**config.mk**
```make
export PLATFORM = sky130hd
export DESIGN_NAME = fifo_reader
export DESIGN_NICKNAME = d
export VERILOG_FILES = /design/src/rtl/fifo_reader_pkg.sv /design/src/rtl/skid_buffer_2.sv /design/src/rtl/fifo_reader.sv
export SDC_FILE = /design/constraint.sdc
export NUM_CORES = 1
export LEC_CHECK = 0
export BUFFER_PORTS_ARGS = -buffer_cell sky130_fd_sc_hd__buf_2
export CORE_MARGIN = 3
export CORE_UTILIZATION = 40
export DETAILED_ROUTE_END_ITERATION = 10
export PLACE_DENSITY = 0.67
export SYNTH_ARGS = -nofsm -noshare
export SYNTH_HDL_FRONTEND = slang
export SYNTH_SLANG_ARGS = --single-unit
export TNS_END_PERCENT = 5
```
**constraint.sdc**
```tcl
create_clock -name clk -period 1.6 [get_ports clk]
set_clock_uncertainty 0.1 [all_clocks]
set_input_delay 0.08 -clock clk [delete_from_list [all_inputs] [get_ports clk]]
set_output_delay 0.08 -clock clk [all_outputs]
set_load 0.05 [all_outputs]
```
**src/rtl/fifo_reader_pkg.sv**
```systemverilog
// Shared defaults and occupancy encoding for the FIFO reader and its skid buffer.
// The occupancy code equals the number of buffered words.
package fifo_reader_pkg;

    localparam int DATA_WIDTH_DEF = 10;
    localparam int ADDR_WIDTH_DEF = 8;

    localparam logic [1:0] OCC_EMPTY = 2'd0;
    localparam logic [1:0] OCC_ONE   = 2'd1;
    localparam logic [1:0] OCC_TWO   = 2'd2;

    function automatic logic [2:0] occ_count(input logic [1:0] occ);
        return {1'b0, occ};
    endfunction

endpackage

```
**src/rtl/skid_buffer_2.sv**
```systemverilog
// Two-entry skid buffer: entry 0 is always the head, entry 1 the second word.
// Holds the occupancy FSM; a capture in TWO cannot occur because the reader never over-issues.
module skid_buffer_2
    import fifo_reader_pkg::*;
#(
    parameter int data_width = DATA_WIDTH_DEF
) (
    input  logic                  clk,
    input  logic                  reset,
    input  logic                  capture_i,
    input  logic                  deliver_i,
    input  logic [data_width-1:0] wr_data_i,
    output logic [data_width-1:0] head_o,
    output logic                  valid_o,
    output logic [1:0]            occ_o
);

    logic [1:0]            occ_q, occ_d;
    logic [data_width-1:0] mem_q [2];
    logic [data_width-1:0] mem_d [2];

    always_comb begin
        occ_d    = occ_q;
        mem_d[0] = mem_q[0];
        mem_d[1] = mem_q[1];
        case (occ_q)
            OCC_EMPTY: begin
                if (capture_i) begin
                    mem_d[0] = wr_data_i;
                    occ_d    = OCC_ONE;
                end
            end
            OCC_ONE: begin
                case ({capture_i, deliver_i})
                    2'b10: begin
                        mem_d[1] = wr_data_i;
                        occ_d    = OCC_TWO;
                    end
                    2'b01: occ_d = OCC_EMPTY;
                    // Head leaves while the new word arrives: new word becomes head.
                    2'b11: mem_d[0] = wr_data_i;
                    default: ;
                endcase
            end
            OCC_TWO: begin
                if (deliver_i) begin
                    mem_d[0] = mem_q[1];
                    occ_d    = OCC_ONE;
                end
            end
            default: occ_d = OCC_EMPTY;
        endcase
    end

    always_ff @(posedge clk or posedge reset) begin
        if (reset) begin
            occ_q <= OCC_EMPTY;
            for (int i = 0; i < 2; i++) begin
                mem_q[i] <= '0;
            end
        end else begin
            occ_q <= occ_d;
            for (int i = 0; i < 2; i++) begin
                mem_q[i] <= mem_d[i];
            end
        end
    end

    assign head_o  = mem_q[0];
    assign valid_o = (occ_q != OCC_EMPTY);
    assign occ_o   = occ_q;

endmodule

```
**src/rtl/fifo_reader.sv**
```systemverilog
// Pops a registered-output FIFO into a two-entry skid buffer, tracking the word in flight
// so the buffer never overflows, and counts words delivered downstream.
module fifo_reader
    import fifo_reader_pkg::*;
#(
    parameter int data_width    = DATA_WIDTH_DEF,
    parameter int address_width = ADDR_WIDTH_DEF
) (
    input  logic                     clk,
    input  logic                     reset,
    input  logic                     enable,
    input  logic                     fifo_empty,
    input  logic [data_width-1:0]    FIFO_data_out,
    output logic                     pop,
    input  logic                     pause,
    output logic [data_width-1:0]    data_out,
    output logic                     valid_out,
    output logic [address_width-1:0] words_read
);

    logic                     inflight_q, inflight_d;
    logic [address_width-1:0] words_read_q, words_read_d;
    logic                     deliver;
    logic [1:0]               occ;
    logic [2:0]               load;
    logic                     room;

    skid_buffer_2 #(
        .data_width(data_width)
    ) u_skid (
        .clk       (clk),
        .reset     (reset),
        .capture_i (inflight_q),
        .deliver_i (deliver),
        .wr_data_i (FIFO_data_out),
        .head_o    (data_out),
        .valid_o   (valid_out),
        .occ_o     (occ)
    );

    assign deliver = valid_out & ~pause;

    // Committed words (buffered + in flight) after this cycle's delivery must stay below two.
    assign load = occ_count(occ) + {2'b00, inflight_q};
    assign room = load < (3'd2 + {2'b00, deliver});
    assign pop  = ~reset & enable & ~fifo_empty & room;

    assign inflight_d   = pop;
    assign words_read_d = words_read_q + {{(address_width-1){1'b0}}, deliver};

    always_ff @(posedge clk or posedge reset) begin
        if (reset) begin
            inflight_q   <= 1'b0;
            words_read_q <= '0;
        end else begin
            inflight_q   <= inflight_d;
            words_read_q <= words_read_d;
        end
    end

    assign words_read = words_read_q;

endmodule
```
==> parameters.txt, run 1 <==
Parameter                              Value

Outcome
  Result of the run    finished, violations left
  Violations in the final reports    setup timing

Power
  Final Total Pwr    approximately 0.0042 W
  Leakage    approximately 1.1 nW
  Power density over cell area    about 1900 mW/mm^2
  IR Drop Worst-Case VDD    between 1000 and 1500 uV

CTS
  Clock latency at the later pin of the worst-skew pair    0.28 ns
  Num CTS Buffers    5
  CTS H-tree depth    2
  Total clock sinks    31
  Longest Clk Path Bufs    2
  CTS tree    built
  Clock transition at the registers of the reported paths    0.07 ns
  Root Buffer    clkbuf_8

Setup path
  Worst Path Class, Setup    reg -> out
  Max Fanout on Critical Path    3
  Data required time at the worst endpoint    ~1.4 ns
  Flop2flop setup slack    -0.10 ns
  Endpoint arrival time on the critical path    approximately 1.5 ns
  Endpoint type of the worst setup path    primary output
  Critical Path Start Type    flip-flop

Synth
  Number of synthesized register bits    31
  Synthesized area per cell    about 14 um^2
  Library cells used by synthesis    24
  Post-synthesis cell area    0.00155 mm^2
  Sequential cell area fraction in the yosys report    0.500
  Fraction of registers with async set or reset after synthesis    1.00
  Most common cell in the netlist    dfrtp_1
  Number of standard cells after synthesis    110
  Most area-consuming cells after synthesis    dfrtp_1 50%, mux2_4 15%, mux2_2 10%
  Area fraction of the dominant cell type after synthesis    0.500
  Syn nets    between 100 and 150
  Warnings, synthesis    0
  Post-synth EDFFs    0
  Yosys top cell by area    dfrtp_1
  Primary FF master, synth    dfrtp_1
  Most frequent cells after synthesis    31 x dfrtp_1, 16 x mux2_4, 14 x mux2_2, 10 x buf_4

Layout
  Fin util    0.622
  Ant diodes    0
  Syn-to-layout area delta    41.2%
  Area of all sequential standard cells    ~780 um^2
  Post-route standard cell area excluding fillers    between 0.002 and 0.0025 mm^2
  Total area of multi-input combinational cells    778 um^2
  Final #Nets    roughly 190
  Layout cell share with drive strength beyond 1    0.611
  Filler Cell Count    between 200 and 300

Die
  Area of the core    0.00352 mm^2
  Std-Cell Rows    21
  Horiz. Die Dim    approximately 70 um
  Number of I/O pins    35
  Starting Density    0.440
  Chip Height    68.3 um
  Die Footprint    ~0.0047 mm^2

Timing
  Slew Limit Headroom    0.741
  Slack of the critical path    -0.110 ns
  Transition time at the pin with the least slew margin    a little under 0.4 ns
  Share of the cycle needed by the critical path after routing    1.07
  Unrepaired setup endpoints after global routing    true
  Final-report setup violation count    21
  Final Max Tran Viols    0
  Final hold viol count    0
  Post-route minimum period    about 1.7 ns
  Max Clk Rate    ~600 MHz

Drt
  # DRC    0
  Number of iterations in the first detailed-routing pass    4
  Vias per std cell    between 4 and 5
  Via count    between 1k and 1.5k
  Routed length per placed instance    around 15 um
  Final wirelength    around 3200 um
  Initial detailed-routing violation count    74
  Remaining antenna violation count    0

Global routing
  Initial antenna violation count    0
  Total grt overflow    0
  Pin count of the biggest net entering global routing    32
  Vias in the first global route    between 1k and 1.5k
  First-pass GRT wire length    around 5300 um
  Total routing resource utilization after global routing    0.158

Run
  Max capacitance violation total    0

Placed design
  Weighted congestion reported at the end of routability-driven placement    around 0.79
  Port bufs    34
  HPWL Detailed    2090 um
  Cell area after placement    ~0.0018 mm^2

Worst hold path
  Worst Hold Class    in -> reg
[what timing repair did]
action | 4_1_cts | 5_1_grt
gates resized for setup | 16 | 12
endpoints found under the setup margin | 23 | 23
hold buffers | 11 | 0
hold endpoints to repair | 41 | 0
pin swaps | 4 | 3
buffers inserted | 3 | 4
[registers in the layout, summed over array words and instances, names as in the netlist]
signal,count
u_skid.head_o,10
u_skid.mem_q,10
words_read,8
u_skid.occ_o,2
inflight_q,1
[report_power, final]
part           total, W  internal (W)  switching [W]  leakage [nW]
Sequential      0.00138       0.00112       0.000264         0.384
Combinational   0.00201      0.000847        0.00117         0.644
Clock          0.000789      0.000503       0.000286        0.0612
[cell type report]
type                       count  share of cell area
multi-input combinational     66               0.356
sequential                    31               0.355
timing repair buffer          60               0.206
clock buffer                   6              0.0377
tap                           46              0.0263
clock inverter                 2              0.0160
inverter                       2             0.00343
[metrics by stage]
step	TNS, ns	worst slack (ns)	hold slack (ns)	cells
detailed placement	-0.208	-0.0545	0.160	187
global route	-2.57	-0.145	0.0193	213
CTS	-0.794	-0.116	0.00683	209
global placement	0	0.0195	0.165	187
floorplan	-0.280	-0.0267	0.0889	110
finish	-1.35	-0.110	0.0175	213
[worst max-delay path, cell delays in order, from the launching register on]
cell,delay [ns]
dfrtp_1,0.43
ha_4,0.19
ha_4,0.21
o21ai_2,0.05
and4_4,0.23
buf_8,0.14
[logic make-up (layout without fill, tap and decap cells)]
| group | count (synthesis) | after routing | synth area share |
|---|---|---|---|
| XOR/XNOR | 7 | 7 | 0.0395 |
| adder cells (fa/ha/maj) | 4 | 4 | 0.0323 |
| AND/OR/NAND/NOR | 18 | 18 | 0.0670 |
| multiplexers | 31 | 31 | 0.263 |
| AO/OA/AOI/OAI | 6 | 6 | 0.0371 |
| flip-flops | 31 | 31 | 0.500 |
| buffers and inverters | 13 | 70 | 0.0605 |
[layer usage]
metal,share of wire,global-route usage
met1,0.44,0.195
met2,0.49,0.250
met3,0.061,0.0509
met4,0.014,0.0744
met5,0,0
[placed cells by master (no fill, tap or decap), types with 2 or more instances in the layout]
| cell type | instances |
|---|---|
| xor2_1 | 4 |
| ha_4 | 3 |
| o22ai_1 | 2 |
| dfrtp_1 | 30 |
| nor2_1 | 2 |
| nand3_2 | 2 |
| buf_6 | 6 |
| nor3_1 | 2 |
| buf_2 | 33 |
| buf_12 | 2 |
| mux2_2 | 10 |
| inv_1 | 2 |
| nand2_1 | 3 |
| xnor2_1 | 2 |
| buf_4 | 7 |
| mux2_4 | 20 |
| dlygate4sd3_1 | 11 |
| clkbuf_8 | 6 |
[final timing paths]
check,cells past startpoint,from,end
min reg2reg,1,u_skid.mem_q[2],u_skid.mem_q[2]
max in group asynchronous,4,reset,u_skid.occ_o[1]
max,5,u_skid.occ_o[0],pop
min in group asynchronous,4,reset,words_read[1]
max reg2reg,5,u_skid.occ_o[0],u_skid.head_o[3]
min,2,pause,u_skid.occ_o[0]
No activity file was read; power rests on OpenSTA's default activity.
==> inputs of run 2 (changes only) <==
--- a/constraint.sdc
+++ b/constraint.sdc
@@ -4,2 +4,2 @@
 set_output_delay 0.08 -clock clk [all_outputs]
-set_load 0.05 [all_outputs]
+set_load 0.005 [all_outputs]
==> parameters.txt, run 2 (synthesis gave the netlist of run 1 again) <==
Parameter                              Value

Timing
  Final hold viol count    0 (unchanged)
  Slack of the critical path    -0.0604 ns (+0.0497 ns)
  Final-report setup violation count    20 (-4.8%)
  Post-route minimum period    1.66 ns (-0.0497 ns)
  Final Max Tran Viols    0 (unchanged)
  Max Clk Rate    602 MHz (+3.0%)
  Unrepaired setup endpoints after global routing    true
  Share of the cycle needed by the critical path after routing    1.04 (-0.0310)
  Final hold slack    0.0375 ns (+0.0200 ns)
  Slew Limit Headroom    0.702 (-0.0387)
  Transition time at the pin with the least slew margin    0.444 ns (+0.0554 ns)

Drt
  Via count    1060 (+3.3%)
  Initial detailed-routing violation count    28 (-62%)
  # DRC    0 (unchanged)
  Remaining antenna violation count    0 (unchanged)
  Routed length per placed instance    16.1 um (+5.6%)
  Number of iterations in the first detailed-routing pass    6 (+2)
  Vias per std cell    4.93 (+2.4%)
  Final wirelength    3460 um (+6.6%)

Layout
  Syn-to-layout area delta    41.4%
  Ant diodes    0 (unchanged)
  Filler Cell Count    289 (+0.35%)
  Layout cell share with drive strength beyond 1    0.633 (+0.0224)
  Final #Nets    187 (+1.1%)
  Area of all sequential standard cells    778 um^2 (+0.16%)
  Total area of multi-input combinational cells    813 um^2 (+4.5%)
  Most used cells in the layout excluding fill and tap cells    34 x buf_2, 29 x dfrtp_1, 18 x mux2_4
  Most common cell after layout, fill and taps aside    buf_2

Setup path
  Data required time at the worst endpoint    1.42 ns (about the same)
  Max Fanout on Critical Path    5 (+2)
  Maximum cell stage delay along the critical path    0.45 ns (+0.02 ns)
  Worst Path Class, Setup    reg -> out
  Max stage delay cell, worst path    dfrtp_2
  Series of cell instances along the critical path    ha_4 > ha_4 > o21ai_2 > and4_1 > buf_2
  Endpoint arrival time on the critical path    1.48 ns (-0.05 ns)
  Endpoint type of the worst setup path    primary output
  Critical Path Start Type    flip-flop
  Most numerous cell on the critical path    ha_4

Run
  Max capacitance violation total    0 (unchanged)

Placed design
  Weighted congestion reported at the end of routability-driven placement    0.765 (-3.2%)
  HPWL Detailed    2110 um (+0.69%)
  Port bufs    34 (unchanged)

CTS
  Longest Clk Path Bufs    2 (unchanged)
  Clock latency at the later pin of the worst-skew pair    0.28 ns (about the same)
  CTS H-tree depth    2 (unchanged)
  Root Buffer    clkbuf_8
  Total clock sinks    31 (unchanged)
  CTS tree    built
  Clock transition at the registers of the reported paths    0.07 ns (about the same)
  Num CTS Buffers    5 (unchanged)

Global routing
  First-pass GRT wire length    5530 um (+4.0%)
  Total grt overflow    0 (unchanged)
  Total routing resource utilization after global routing    0.165 (+0.00692)
  Initial antenna violation count    0 (unchanged)
  Pin count of the biggest net entering global routing    32 (unchanged)
  Vias in the first global route    1175 (+7.4%)

Power
  Power density over cell area    1590 mW/mm^2 (-17%)
  IR Drop Worst-Case VDD    754 uV (-45%)
  Final Total Pwr    0.00348 W (-17%)
  Leakage    1.09 nW (-0.30%)

Worst hold path
  Worst Hold Class    in -> reg

Die
  Chip Height    68.3 um (unchanged)
  Area of the core    0.00352 mm^2 (unchanged)
  Std-Cell Rows    21 (unchanged)
  Horiz. Die Dim    68.3 um (unchanged)
  Starting Density    0.440 (unchanged)
  Die Footprint    0.00466 mm^2 (unchanged)
  Number of I/O pins    35 (unchanged)

Outcome
  Violations in the final reports    setup timing
  Result of the run    finished, violations left
[run 2: cell count changes in the layout (fill, tap and decap cells not counted), moves of 2 or more]
cell / change
buf_4: +4
mux2_2: +2
buf_12: -2
mux2_4: -2
buf_6: -2
[run 2: timing repair]
action	4_1_cts	5_1_grt
setup endpoints to repair	23	25
buffers inserted	7	1
hold buffers	12	0
cloned	1	0
endpoints found under the hold margin	42	0
gates resized for setup	19	8
pin swaps	4	0
[run 2: layer usage]
| layer | GRT usage | part of all wire | vias to the layer above |
|---|---|---|---|
| met5 | 0 | 0 | - |
| met4 | 0.0571 | 0.013 | 0 |
| met3 | 0.0624 | 0.062 | 5 |
| met2 | 0.276 | 0.50 | 33 |
| met1 | 0.194 | 0.43 | 530 |
| li1 | - | - | 492 |
[run 2: critical path: cells and delay by family, from the launching register on]
family / cells / cell delay, ns
AO/OA/AOI/OAI: 1 / 0.04
adder cells (fa/ha/maj): 2 / 0.43
flip-flops: 1 / 0.45
buffers and inverters: 1 / 0.13
AND/OR/NAND/NOR: 1 / 0.15
[run 2: final cells by class]
type                            count  share of cell area
Timing Repair Buffer               61               0.191
Clock inverter                      2              0.0160
Tap cell                           46              0.0263
Inverter                            2             0.00342
Sequential cell                    31               0.355
Multi-Input combinational cell     67               0.371
Clock buffer                        6              0.0377
[run 2: path summary, 6_finish.rpt]
check | from | endpoint | slack (ns) | depth (start not counted)
max reg2reg | u_skid.occ_o[1] | u_skid.head_o[6] | -0.04 | 5
min | fifo_empty | inflight_q | 0.04 | 3
max | u_skid.occ_o[0] | pop | -0.06 | 5
min reg2reg | words_read[7] | words_read[7] | 0.36 | 1
max in group asynchronous | reset | u_skid.occ_o[1] | 0.70 | 4
min in group asynchronous | reset | words_read[5] | 0.40 | 4
[run 2: power breakdown]
part	internal (W)	switching [W]
logic	0.000819	0.000470
registers	0.00112	0.000277
clock network	0.000503	0.000293
total	0.00244	0.00104
[run 2: stage by stage]
stage / setup TNS, ns / std cells / util / instance area (um^2) / setup slack (ns)
6_report: -0.373 / 215 / 0.623 / 2190 / -0.0604
2_1_floorplan: 0 / 110 / - / 1560 / 0.0595
4_1_cts: -0.527 / 214 / 0.610 / 2150 / -0.0717
5_1_grt: -1.34 / 215 / 0.623 / 2190 / -0.118
3_3_place_gp: -0.263 / 186 / 0.497 / 1750 / -0.0248
3_5_place_dp: -1.32 / 186 / 0.497 / 1750 / -0.0923
